$ cat src/rtl/cnn_pkg.sv
// Shared CNN datapath definitions: activation width, signed max helper and the
// pooling row-phase encoding.
package cnn_pkg;

  localparam int DATA_W = 16;

  typedef enum logic {
    ROW_A = 1'b0,
    ROW_B = 1'b1
  } row_phase_t;

  function automatic logic [DATA_W-1:0] smax(input logic [DATA_W-1:0] a,
                                             input logic [DATA_W-1:0] b);
    return ($signed(a) > $signed(b)) ? a : b;
  endfunction

endpackage

$ cat src/rtl/pool_line_buffer.sv
// Half-row store of even-row pair maxima; combinational read so it maps to
// distributed RAM. Contents are never reset: every entry is rewritten before use.
module pool_line_buffer #(
  parameter int N     = 16,
  parameter int DEPTH = 14,
  parameter int AW    = 4
) (
  input  logic          clk,
  input  logic          we,
  input  logic [AW-1:0] waddr,
  input  logic [N-1:0]  wdata,
  input  logic [AW-1:0] raddr,
  output logic [N-1:0]  rdata
);

  logic [N-1:0] mem_q [DEPTH];

  always_ff @(posedge clk) begin
    if (we) mem_q[waddr] <= wdata;
  end

  assign rdata = mem_q[raddr];

endmodule

$ cat src/rtl/maxpool_2x2_stream.sv
// Streaming 2x2 / stride-2 max pooling over a W x H raster frame.
// Even rows park pair maxima in the line buffer; odd rows finish each window.
module maxpool_2x2_stream
  import cnn_pkg::*;
#(
  parameter int N = DATA_W,  // the shared smax helper is DATA_W wide
  parameter int W = 28,
  parameter int H = 28
) (
  input  logic         clk,
  input  logic         reset,
  input  logic         in_valid,
  input  logic [N-1:0] in_data,
  output logic         in_ready,
  output logic         out_valid,
  output logic [N-1:0] out_data,
  input  logic         out_ready,
  output logic         frame_done
);

  localparam int CW = $clog2(W);
  localparam int RW = (H > 2) ? $clog2(H) : 1;
  localparam int AW = (W > 2) ? $clog2(W / 2) : 1;
  localparam logic [CW-1:0] COL_LAST = CW'(W - 1);
  localparam logic [RW-1:0] ROW_LAST = RW'(H - 1);

  logic [CW-1:0] col_q, col_d;
  logic [RW-1:0] row_q, row_d;
  row_phase_t    state_q, state_d;
  logic [N-1:0]  pair_q, pair_d;
  logic [N-1:0]  out_data_q, out_data_d;
  logic          out_valid_q, out_valid_d;
  logic          last_q, last_d;
  logic          frame_done_q, frame_done_d;

  logic          accept;
  logic          out_fire;
  logic          lb_we;
  logic [N-1:0]  lb_wdata;
  logic [N-1:0]  lb_rdata;
  logic [AW-1:0] lb_addr;

  assign in_ready   = !out_valid_q || out_ready;
  assign accept     = in_valid && in_ready;
  assign out_fire   = out_valid_q && out_ready;
  assign lb_addr    = AW'(col_q >> 1);
  assign out_valid  = out_valid_q;
  assign out_data   = out_data_q;
  assign frame_done = frame_done_q;

  pool_line_buffer #(
    .N     (N),
    .DEPTH (W / 2),
    .AW    (AW)
  ) u_line_buf (
    .clk   (clk),
    .we    (lb_we),
    .waddr (lb_addr),
    .wdata (lb_wdata),
    .raddr (lb_addr),
    .rdata (lb_rdata)
  );

  always_comb begin
    col_d        = col_q;
    row_d        = row_q;
    state_d      = state_q;
    pair_d       = pair_q;
    out_data_d   = out_data_q;
    out_valid_d  = out_valid_q && !out_ready;
    last_d       = last_q;
    // last_q tags the held output, so this fires the cycle after its handshake
    frame_done_d = out_fire && last_q;
    lb_we        = 1'b0;
    lb_wdata     = smax(pair_q, in_data);

    if (accept) begin
      if (!col_q[0]) begin
        pair_d = in_data;
      end else if (state_q == ROW_A) begin
        lb_we = 1'b1;
      end else begin
        out_data_d  = smax(smax(pair_q, in_data), lb_rdata);
        out_valid_d = 1'b1;
        last_d      = (row_q == ROW_LAST) && (col_q == COL_LAST);
      end

      if (col_q == COL_LAST) begin
        col_d   = '0;
        row_d   = (row_q == ROW_LAST) ? '0 : row_q + 1'b1;
        state_d = (state_q == ROW_A) ? ROW_B : ROW_A;
      end else begin
        col_d = col_q + 1'b1;
      end
    end
  end

  always_ff @(posedge clk or posedge reset) begin
    if (reset) begin
      col_q        <= '0;
      row_q        <= '0;
      state_q      <= ROW_A;
      pair_q       <= '0;
      out_data_q   <= '0;
      out_valid_q  <= 1'b0;
      last_q       <= 1'b0;
      frame_done_q <= 1'b0;
    end else begin
      col_q        <= col_d;
      row_q        <= row_d;
      state_q      <= state_d;
      pair_q       <= pair_d;
      out_data_q   <= out_data_d;
      out_valid_q  <= out_valid_d;
      last_q       <= last_d;
      frame_done_q <= frame_done_d;
    end
  end

endmodule

$ cat config.mk
export PLATFORM = sky130hd
export DESIGN_NAME = maxpool_2x2_stream
export DESIGN_NICKNAME = d
export VERILOG_FILES = /design/src/rtl/cnn_pkg.sv /design/src/rtl/pool_line_buffer.sv /design/src/rtl/maxpool_2x2_stream.sv
export SDC_FILE = /design/constraint.sdc
export NUM_CORES = 1
export LEC_CHECK = 0
export BUFFER_PORTS_ARGS = -buffer_cell sky130_fd_sc_hd__buf_2
export CAP_MARGIN = 40
export CORE_UTILIZATION = 60
export CTS_CLUSTER_DIAMETER = 40
export DETAILED_ROUTE_END_ITERATION = 8
export GPL_TIMING_DRIVEN = 0
export PLACE_DENSITY_LB_ADDON = 0.3
export SYNTH_ARGS = -nofsm -noshare
export SYNTH_HDL_FRONTEND = slang
export SYNTH_SLANG_ARGS = --single-unit
$ cat constraint.sdc
create_clock -name clk -period 12.52 [get_ports clk]
set_input_delay 0.626 -clock clk [delete_from_list [all_inputs] [get_ports clk]]
set_output_delay 0.626 -clock clk [all_outputs]
set_load 0.01 [all_outputs]
==> flow_summary_export.csv <==
group,metric,value,unit
run_status,status,"finished clean",
critical_path,setup.worst_path.start_class,"flip-flop",
critical_path,worstPathMaxFanout,16,
yosys,synthArstFlopShare,17.0,%
placed_design,hpwl,17800,um
route,drt_iter0_drc,745,
yosys,synth_top_cell_area_share,57.8,%
power_and_ir_drop,p_per_area,278,nW/um2
cells_and_area,layout_common_cells,"edfxtp_1 (224), nand2_1 (49), mux4_2 (49), buf_2 (47), dfrtp_1 (46)",
die,start_util,61.6,%
critical_path,cp.required,12.96,ns
route,drt_pre_antenna_iters,5,
critical_path,crit_slowest_cell,"mux2_2",
clock_network,postCtsSetupBuffers,0,
timing,setup_viol,0,
power_and_ir_drop,finalPower,0.00380,W
timing,grt_setup_unrepaired,"false",
clock_network,numCtsBuffers,37,
route,drc,0,
timing,clock.fmax,0.193,GHz
grt,antenna_found_initial,0,
timing,finalWorstSetupSlack,7.35,ns
clock_network,post_cts_resized,0,
grt,grt.total_usage,28.8,%
clock_network,ctsHoldBuffers,0,
critical_path,timing.rr.end,"out_data[10]$_DFFE_PP0P_",
cells_and_area,nets,870,
timing,slew_viol_final,0,
yosys,ys_warn_count,0,
placed_design,place_congestion,0.870,
timing,period_needed,5.17,ns
timing,finalHoldViolations,0,
critical_path,critPathTopFamily,"compound AO/OA/AOI/OAI gates",
clock_network,clockBufferDepth,3,
critical_path,r2r_cells,16,
clock_network,clkLatencyLatePin,0.52,ns
grt,grt_pass1_wl,41500,um
timing,finalClockSkew,0.0182,ns
route,drt.antenna.violating_nets,0,
yosys,synthesis.area,11600,um2
clock_network,clock-sinks,270,
placed_design,dpl_worst_slack,7.12,ns
die,num_io_pins,39,
timing,slew_headroom,37.2,%
cells_and_area,syn_to_final_growth,17.3,%
clock_network,clk_pin_slew_worst_paths,0.05,ns
timing,fin_setup_tns,0,ns
power_and_ir_drop,power.leakage,4.98,nW
clock_network,clockRootBuffer,"clkbuf_16",
clock_network,tritoncts,"built",
yosys,synth_top_area_cell,"edfxtp_1",
route,vias,7018,
grt,overflow,0,
die,die_h,141,um
critical_path,path_cells,"ha_1 > nand4_1 > or3_1 > a21o_1 > a31o_1 > nand2_1 > mux2_2 > ha_1 > a21oi_1 > nand3_1 > o21a_1 > a2111oi_2 > mux2i_1 > buf_2 > buf_1 > a31o_2",
yosys,synthesis.nets,775,
die,die_area,20000,um2
placed_design,io_buffers,38,
timing,worst_slew_pin_slew,0.939,ns
critical_path,cp_common_cell,"ha_1",
route,wl_per_cell,24.7,um
yosys,avgSynthCellArea,16.2,um2
yosys,syn_inst,721,
grt,grt_start_max_net_pins,40,
critical_path,reg2reg_from,"pair_q[11]$_DFFE_PP0P_",
yosys,yosysSeqAreaShare,67.6,%
die,core_area,18900,um2
timing,period_share,41.3,%
route,viasPerCell,6.35,
yosys,synth_edf_count,224,
route,wl,27300,um
critical_path,r2r_slack,7.35,ns
critical_path,cpPeakStageDelay,0.54,ns
critical_path,crit_arrival,5.61,ns
die,chipWidth,141,um
power_and_ir_drop,ir_drop,252,uV
clock_network,htreeDepth,2,
cells_and_area,antenna_cells,0,
critical_path,endpoint_kind,"flip-flop",
worst_hold_path,hp-class,"input port to asynchronous set/reset pin",
yosys,synth_ff_type,"edfxtp_1",
cells_and_area,layout-drive-gt1-share,27.0,%
die,rows,50,
yosys,synthTopCellsByArea,"edfxtp_1 (58%), dfrtp_1 (9.9%), mux4_2 (9.5%), ha_1 (3.7%), mux2i_1 (2.7%)",
yosys,yosysUniqueCellTypes,44,
yosys,ys_ff_latch,270,
grt,grt_pass1_vias,7240,
cells_and_area,final_common_cell,"edfxtp_1",
critical_path,crit_type,"flip-flop to flip-flop",
job,maxCapViolCount,0,
critical_path,path_buf_inv,2,
## per-stage QoR
step	utilization [%]	hold WS, ns	cell area, um2	std cells
finish	72.3	0.0250	13700	1105
global route	72.3	0.0356	13700	1105
CTS	72.3	0.0164	13700	1105
detailed placement	65.7	0.479	12400	1037
global placement	64.4	0.459	12200	1019
floorplan	-	0.441	11600	721
## cell type report
type | count | area [um2]
well taps | 260 | 325
flip-flops and latches | 270 | 7880
multi-input cells | 394 | 3580
plain buffers | 37 | 158
inverters | 20 | 75.1
repair buffers | 56 | 402
fillers | 1158 | 5230
clock inverters | 25 | 256
clock buffers | 43 | 991
## flip-flops by register name (all words and copies together), names as in the netlist
signal and flops:
col_q 5, last_q 1, out_valid 1, row_q 5, u_line_buf.mem_q 224, state_q 1
frame_done 1, pair_q 16, out_data 16
## cell families (layout without fill, tap and decap cells)
family,Yosys count,count (layout),share of synthesized area [%]
flops,270,270,67.6
mux,110,110,15.3
xor+xnor,1,1,0.0752
buf+inv,57,181,2.00
fa+ha+maj,34,34,3.65
compound gates,103,103,5.64
simple gates,146,146,5.73
## cell usage after synthesis, types with 2 or more instances
| master | instances |
|---|---|
| buf_2 | 9 |
| edfxtp_1 | 224 |
| nand4b_1 | 3 |
| or3_1 | 2 |
| o31ai_1 | 16 |
| clkbuf_1 | 23 |
| buf_1 | 4 |
| o21ai_0 | 14 |
| nand4_1 | 7 |
| a31o_1 | 8 |
| ha_1 | 34 |
| nor3_1 | 6 |
| and2_1 | 2 |
| a21oi_1 | 45 |
| mux2_2 | 23 |
| nand2b_1 | 6 |
| and3_1 | 2 |
| mux2_4 | 7 |
| a31o_2 | 7 |
| mux2i_1 | 31 |
| dfrtp_1 | 46 |
| nand3_1 | 14 |
| mux4_2 | 49 |
| inv_1 | 20 |
| nor2b_1 | 2 |
| a21o_1 | 5 |
| nand2_1 | 49 |
| nor2_1 | 47 |
## how the worst max path moves through the flow
stage,startpoint,end,slack [ns],cells past startpoint
final,pair_q[11]$_DFFE_PP0P_,out_data[10]$_DFFE_PP0P_,7.35,16
after floorplan,in_data[11],out_data[10]$_DFFE_PP0P_,7.95,17
after global routing,pair_q[11]$_DFFE_PP0P_,out_data[7]$_DFFE_PP0P_,7.12,16
after CTS,pair_q[11]$_DFFE_PP0P_,out_data[10]$_DFFE_PP0P_,7.48,16
after global placement,in_data[15],out_data[10]$_DFFE_PP0P_,7.32,18
after detailed placement,in_data[11],out_data[10]$_DFFE_PP0P_,7.12,18
## metal layers
layer	vias up	GRT usage [%]	share of wire [%]
li1	3020	-	-
met4	0	12.8	3.8
met2	395	49.7	51
met5	-	0	0
met3	83	3.95	7.0
met1	3520	36.8	38
## power by group
part	switching, W	internal (W)	leakage (nW)
sequential	0.0000526	0.00123	2.59
combinational	0.000939	0.000534	1.78
clock	0.000385	0.000654	0.606
No activity file was read; power rests on OpenSTA's default activity.
